--- src/rtl/clock_phase_tracker.sv ---
// Slow-clock phase/period tracker with lock detection in the CLK domain.
// Optional CLOCK_PHASE_TRACKER_GLITCH_FILTER_EN adds a 2-sample level filter.
module clock_phase_tracker #(
  parameter int CNT_WIDTH  = 8,
  parameter int LOCK_COUNT = 4,
  parameter int TOL        = 1
) (
  input  logic                 CLK,
  input  logic                 RST_N,
  input  logic                 CLK_VAL,
  output logic                 RISE_PULSE,
  output logic                 FALL_PULSE,
  output logic [CNT_WIDTH-1:0] PHASE,
  output logic [CNT_WIDTH-1:0] PERIOD,
  output logic                 PERIOD_VLD,
  output logic [CNT_WIDTH-1:0] HIGH_CNT,
  output logic                 LOCKED,
  output logic                 TIMEOUT
);

  localparam int MW = $clog2(LOCK_COUNT + 1);
  localparam logic [MW-1:0] LC = MW'(LOCK_COUNT);
  localparam logic [CNT_WIDTH:0] ONE = (CNT_WIDTH+1)'(1);
  localparam logic [CNT_WIDTH:0] TOLW = (CNT_WIDTH+1)'(TOL);
  localparam logic [CNT_WIDTH-1:0] PMAX = '1;
  localparam logic [CNT_WIDTH-1:0] PSAT1 =
    {{(CNT_WIDTH-1){1'b1}}, 1'b0};

  typedef enum logic [1:0] {
    ACQUIRE,
    MEASURE,
    TRACK,
    LOCK
  } state_t;

  state_t state, state_nx;
  logic [MW-1:0] mcnt, mcnt_nx;
  logic prev, acc, rise, fall, tmo, match;
  logic [CNT_WIDTH:0] p_new, p_old, diff;

`ifdef CLOCK_PHASE_TRACKER_GLITCH_FILTER_EN
  logic s1;

  always_ff @(posedge CLK or negedge RST_N) begin
    if (!RST_N) s1 <= 1'b0;
    else        s1 <= CLK_VAL;
  end

  // a new level must be seen on two consecutive samples
  assign acc = (CLK_VAL == s1) ? CLK_VAL : prev;
`else
  assign acc = CLK_VAL;
`endif

  assign rise = acc & ~prev;
  assign fall = ~acc & prev;
  // a rise on the saturating cycle takes priority
  assign tmo  = ~rise & (PHASE == PSAT1);

  assign p_new = {1'b0, PHASE} + ONE;
  assign p_old = {1'b0, PERIOD};
  assign diff  = (p_new >= p_old) ? p_new - p_old
                                  : p_old - p_new;
  assign match = diff <= TOLW;

  always_comb begin
    state_nx = state;
    mcnt_nx  = mcnt;
    if (rise) begin
      case (state)
        ACQUIRE: state_nx = MEASURE;
        MEASURE: begin
          state_nx = TRACK;
          mcnt_nx  = '0;
        end
        TRACK: begin
          if (!match) begin
            mcnt_nx = '0;
          end else if (mcnt + MW'(1) == LC) begin
            state_nx = LOCK;
            mcnt_nx  = '0;
          end else begin
            mcnt_nx = mcnt + MW'(1);
          end
        end
        LOCK: begin
          if (!match) begin
            state_nx = TRACK;
            mcnt_nx  = '0;
          end
        end
        default: state_nx = ACQUIRE;
      endcase
    end else if (tmo) begin
      state_nx = ACQUIRE;
      mcnt_nx  = '0;
    end
  end

  always_ff @(posedge CLK or negedge RST_N) begin
    if (!RST_N) begin
      state      <= ACQUIRE;
      mcnt       <= '0;
      prev       <= 1'b0;
      RISE_PULSE <= 1'b0;
      FALL_PULSE <= 1'b0;
      PHASE      <= '0;
      PERIOD     <= '0;
      PERIOD_VLD <= 1'b0;
      HIGH_CNT   <= '0;
      LOCKED     <= 1'b0;
      TIMEOUT    <= 1'b0;
    end else begin
      state      <= state_nx;
      mcnt       <= mcnt_nx;
      prev       <= acc;
      RISE_PULSE <= rise;
      FALL_PULSE <= fall;
      TIMEOUT    <= tmo;
      LOCKED     <= (state_nx == LOCK);
      PERIOD_VLD <= rise & (state != ACQUIRE);
      if (rise)
        PHASE <= '0;
      else if (PHASE != PMAX)
        PHASE <= PHASE + CNT_WIDTH'(1);
      if (rise && state != ACQUIRE)
        PERIOD <= p_new[CNT_WIDTH-1:0];
      if (fall && state != ACQUIRE)
        HIGH_CNT <= p_new[CNT_WIDTH-1:0];
    end
  end

endmodule

--- config.mk ---
export PLATFORM = sky130hd
export DESIGN_NAME = clock_phase_tracker
export DESIGN_NICKNAME = d
export VERILOG_FILES = /design/src/rtl/clock_phase_tracker.sv
export SDC_FILE = /design/constraint.sdc
export NUM_CORES = 1
export LEC_CHECK = 0
export CORE_MARGIN = 4
export CORE_UTILIZATION = 40
export CTS_BUF_LIST = sky130_fd_sc_hd__clkbuf_8
export CTS_CLUSTER_SIZE = 8
export DETAILED_ROUTE_END_ITERATION = 16
export HOLD_SLACK_MARGIN = 0.05
export PLACE_DENSITY = 0.66
export SLEW_MARGIN = 20
export SYNTH_ARGS = -nofsm -noshare
export SYNTH_HDL_FRONTEND = slang
export SYNTH_SLANG_ARGS = --single-unit
--- constraint.sdc ---
create_clock -name CLK -period 4.1 [get_ports CLK]
set_input_delay 0.82 -clock CLK [delete_from_list [all_inputs] [get_ports CLK]]
set_output_delay 0.82 -clock CLK [all_outputs]
set_load 0.02 [all_outputs]
Word level (Yosys, flattened, before mapping)
Cells that the tools add are included.

operators by class
  $lt $le $gt $ge = 2
  muxes and demuxes = 15
  divide/modulo/power cells = 0
  add/subtract/negate cells = 5
  eq/ne operators = 9
  shift-type cells = 0
  multipliers = 0
  reductions and logical operators = 7
  bitwise gates (word level) = 7

operators by type and width
  operator               number
  $mux W8                2
  $mux W3                5
  $mux W2                5
  $add A8 B1 Y9 const B  1
  $ge A9 B8 Y1           1
  $le A9 B1 Y1 const B   1
  $mux W9                1
  $pmux W3 S3            1
  $sub A8 B9 Y9          1
  $sub A9 B8 Y9          1
  $add A8 B1 Y8 const B  1
  $eq A8 B8 Y1 const B   1
  $ne A8 B8 Y1 const B   1
  $pmux W2 S4            1
  $eq A2 B2 Y1 const B   3
  $reduce_bool A2 Y1     3
  $and A1 B1 Y1          4
  $ne A4 B1 Y1 const B   1
  $add A3 B1 Y3 const B  1
  $eq A3 B3 Y1 const B   1
  $ne A3 B3 Y1 const B   1
  $not A1 Y1             3
  $reduce_and A3 Y1      1
  $eq A2 B1 Y1 const B   1
  other kinds (2)        3

storage, ports and cells
  RAM bits = 0
  register bits = 35
  word-level logic and storage cells = 56
  memories kept = 0
  latch bits = 0
  memory bits (read-only) = 0

Depth between registers and ports, before layout
  depth after elaboration = 8
  depth in mapped cells = 15

Worst setup path after synthesis
OpenSTA, ideal clock, no wires.

  path type = reg-to-reg
  start = register PHASE[0]
  end = register mcnt[0]
  library setup time = 0.066 ns
  setup slack = 0.638 ns
  arrival time = 3.397 ns
  stages on the path, launching flop included = 16
  clock period less this slack = 3.462 ns
  path through = dfrtp_1 > ha_1 > nand3_1 > xor2_1 > inv_1 > ha_1 > buf_4 > and4_4 > a221oi_4 > nand2_2 > a41oi_4 > nand4_4 > a31oi_2 > o21ai_2 > o32ai_2 > a22o_1

on the way
  word-level cells in the longest chain between the ends = 7
  elaborated cells between the ends (all ways) = 14

RTL lines
  element                                      line  RTL
  from (decl)                                  13    output logic [CNT_WIDTH-1:0] PHASE,
  from (signal assigned)                       125   PHASE <= PHASE + CNT_WIDTH'(1);
  $add A8 B1 Y9 (*)                            60    assign p_new = {1'b0, PHASE} + ONE;
  via p_new[6]                                 39    logic [CNT_WIDTH:0] p_new, p_old, diff;
  $sub A8 B9 Y9, or another cell as far along  63    : p_old - p_new;
  $mux W9 (*)                                  62    assign diff = (p_new >= p_old) ? p_new - p_old
  $le A9 B1 Y1 (*)                             64    assign match = diff <= TOLW;
  $mux W3                                      77    if (!match) begin
  $pmux W3 S3                                  70    case (state)
  $mux W3                                      69    if (rise) begin
  to (signal assigned)                         115   mcnt <= mcnt_nx;
  to (decl)                                    37    logic [MW-1:0] mcnt, mcnt_nx;

The timed path passes the listed nets; every way through them passes the cells marked *.
A chain may end at the register's enable or synchronous reset.

Final worst setup path
  start = register PHASE[0]
  end = register mcnt[1]

The elaborated chain is that of the path after synthesis.

==> summary.txt <==
Run status
  – Status: complete, no violations

Clock network
  – Clk Tree Root Cell: clkbuf_8
  – H-tree levels: 2
  – Hold_buf cts: 0
  – Skew-Pair Late Insertion Delay: 0.29 ns
  – Post-CTS Setup Inserts: 0
  – CTS buffer count: 5
  – Clock transition at the registers of the reported paths: 0.07 ns
  – Num Clock Sinks: 35
  – CTS tree: done
  – Clock Path Buffers: 2
  – Post-cts sizing count: 0

Cells and area
  – Nets: 304
  – Ratio of cells with drive above 1 in the final layout: 11.1%
  – Layout Area Growth over Synthesis: 19.6%
  – Cell area after layout: 0.00281 mm^2
  – # diodes: 0

Timing
  – Min cycle time layout: 3.77 ns
  – Unrepaired setup endpoints after global routing: false
  – Worst slew margin: 37.8%
  – Tcrit/Tclk final: 92.0%
  – Final count of negative-setup-slack endpoints: 0
  – Slew Limit Fails: 0
  – Worst-Margin Slew: 0.927 ns
  – Clock Skew: 0.00414 ns
  – Setup TNS: 0 ns
  – Fmax: 265 MHz
  – Final Hold Viols: 0

Logic synthesis
  – Post-synth top area share: 37.3%
  – Synth area leaders: dfrtp_1 37%, ha_1 11%, nand2_1 4.3%
  – Synth Cell Area: 0.00235 mm^2
  – Most frequent cells after synthesis: 35 x dfrtp_1, 27 x nand2_1, 20 x ha_1
  – Number of synthesized flops with an enable pin: 0
  – Async SR Flop Fraction: 100%
  – Syn nets: 271
  – Ys Warns: 0
  – Post-synthesis sequential area ratio: 37.3%
  – Yosys cell types: 56
  – Syn avg cell area: 9.56 um^2
  – Synth area leader: dfrtp_1
  – Count leader, synth: dfrtp_1
  – Seq cells post-synth: 35
  – Main synth FF type: dfrtp_1
  – Mapped Cells: 246

Setup path
  – Worst EP arrival: 3.99 ns
  – CP Max Fanout: 10
  – Kind of critical path: reg -> reg
  – Crit path cell chain: ha_1 > nand3_1 > xor2_1 > inv_1 > ha_1 > and4_4 > a221oi_4 > a211oi_1 > a211oi_1 > a211o_1 > a21oi_2 > o211ai_2 > o32ai_2 > a22o_1
  – Buffer and inverter count on the worst path: 1
  – Required time worst endpoint: 4.32 ns
  – R2R Setup Slk: 0.33 ns
  – Largest stage delay, worst path: 0.49 ns
  – CP Launch Type: flop
  – Crit path max-delay family: compound AO/OA/AOI/OAI gates
  – Slowest-stage cell, CP: dfrtp_1
  – Crit end category: flop

Placed design
  – DP HPWL: 4020 um
  – Routability cong.: 0.862
  – Dpl cell area: 0.00272 mm^2
  – IO buf count: 31

Global route
  – First-pass GRT wire length: 8800 um
  – Initial antenna violation count: 0
  – GRT Residual Overflow: 0
  – Pin count of the biggest net entering global routing: 36
  – Vias in the first global route: 1783
  – GRT Overall Usage: 15.3%

Die
  – Chip Width: 84.7 um
  – Full die area: 0.00717 mm^2
  – Row Count: 27
  – Die Y: 84.7 um
  – Top-Level Pins: 32
  – Starting Density: 41.9%
  – Core ar.: 0.00561 mm^2

Drt
  – Routed length per instance: 14.8 um
  – Wirelength, routed: 5210 um
  – Vias/cell: 5.23
  – First drt pass iteration count: 4
  – Initial DRC Count: 134
  – Total number of vias: 1842
  – Post-route ant nets: 0
  – DRC Markers: 0

Pwr
  – Worst VDD drop: 0.000367 V
  – Power per cell area: 661 mW/mm^2
  – Leakage: 1.31 nW

Flow run
  – MaxCap Viol Count: 0

Hold path
  – Type of the most critical hold path: reg -> reg
-- area by class of cell --
type,instances,area [um^2]
Clock inverter,3,16.3
Fill cell,544,2800
Multi-Input combinational cell,182,1340
Timing Repair Buffer,37,350
Inverter,18,67.6
Tap cell,72,90.1
Clock buffer,5,68.8
Sequential cell,35,876
-- sequential cells by signal, summed over array words and instances (netlist names) --
signal and flops:
PERIOD_VLD 1, prev 1, RISE_PULSE 1, HIGH_CNT 8
PERIOD 8, FALL_PULSE 1, mcnt 3, TIMEOUT 1
state 2, LOCKED 1, PHASE 8
-- path summary, 6_finish.rpt --
path	to	startpoint	depth (start not counted)
setup reg to reg	mcnt[1]	PHASE[0]	14
min in group asynchronous	mcnt[0]	RST_N	1
setup / recovery	mcnt[1]	PHASE[0]	14
hold / removal	HIGH_CNT[1]	HIGH_CNT[1]	2
hold reg to reg	HIGH_CNT[1]	HIGH_CNT[1]	2
max in group asynchronous	PERIOD[6]	RST_N	1
-- worst reg2reg max path, stage by stage, from the launching register on --
cell and delay (ns):
dfrtp_1 0.49, ha_1 0.32, nand3_1 0.12, xor2_1 0.33, inv_1 0.08, ha_1 0.46, and4_4 0.30, a221oi_4 0.08
a211oi_1 0.30, a211oi_1 0.08, a211o_1 0.29, a21oi_2 0.12, o211ai_2 0.13, o32ai_2 0.39, a22o_1 0.21
-- stage by stage --
stage          hold WS (ns)  total power [mW]  worst slack [ns]  util (%)  std cells
3_3_place_gp          0.463              1.63             0.526      48.5        344
4_1_cts               0.490              1.87             0.354      50.1        352
6_report              0.486              1.86             0.327      50.1        352
2_1_floorplan         0.489              1.35             0.638         -        246
5_1_grt               0.514              2.03            0.0691      50.1        352
3_5_place_dp          0.474              1.63             0.364      48.5        344
-- logic make-up (layout without fill, tap and decap cells) --
| logic type | Yosys count | count (layout) | synth area share [%] |
|---|---|---|---|
| adders and majority gates | 22 | 22 | 12.3 |
| muxes | 1 | 1 | 0.426 |
| xor gates and xnor gates | 12 | 12 | 4.47 |
| and+or+nand+nor | 78 | 78 | 18.4 |
| AOI/OAI and AO/OA | 69 | 69 | 21.3 |
| buffers and inverters | 29 | 63 | 5.80 |
| DFF | 35 | 35 | 37.3 |
-- power by group --
part           internal [mW]  switching [mW]  leakage, nW
Clock                  0.116           0.124       0.0453
Combinational          0.537           0.633        0.806
Sequential             0.393          0.0550        0.462
-- placed cells by master, fill, tap and decap left out, drive strengths merged, types with 5 or more instances in the layout --
cell	n
clkdlybuf4s50	30
clkbuf	5
nand3	10
dfrtp	35
o21ai	22
buf	7
xor2	6
ha	20
nand2	28
inv	19
xnor2	6
nor2	11
a21oi	14
-- layer usage --
metal	track usage, %	routed length, um
met3	2.55	139
met4	5.47	83
met1	20.9	2560
met5	0	0
met2	24.3	2430
Note: power is estimated with default switching activity, not from simulation.
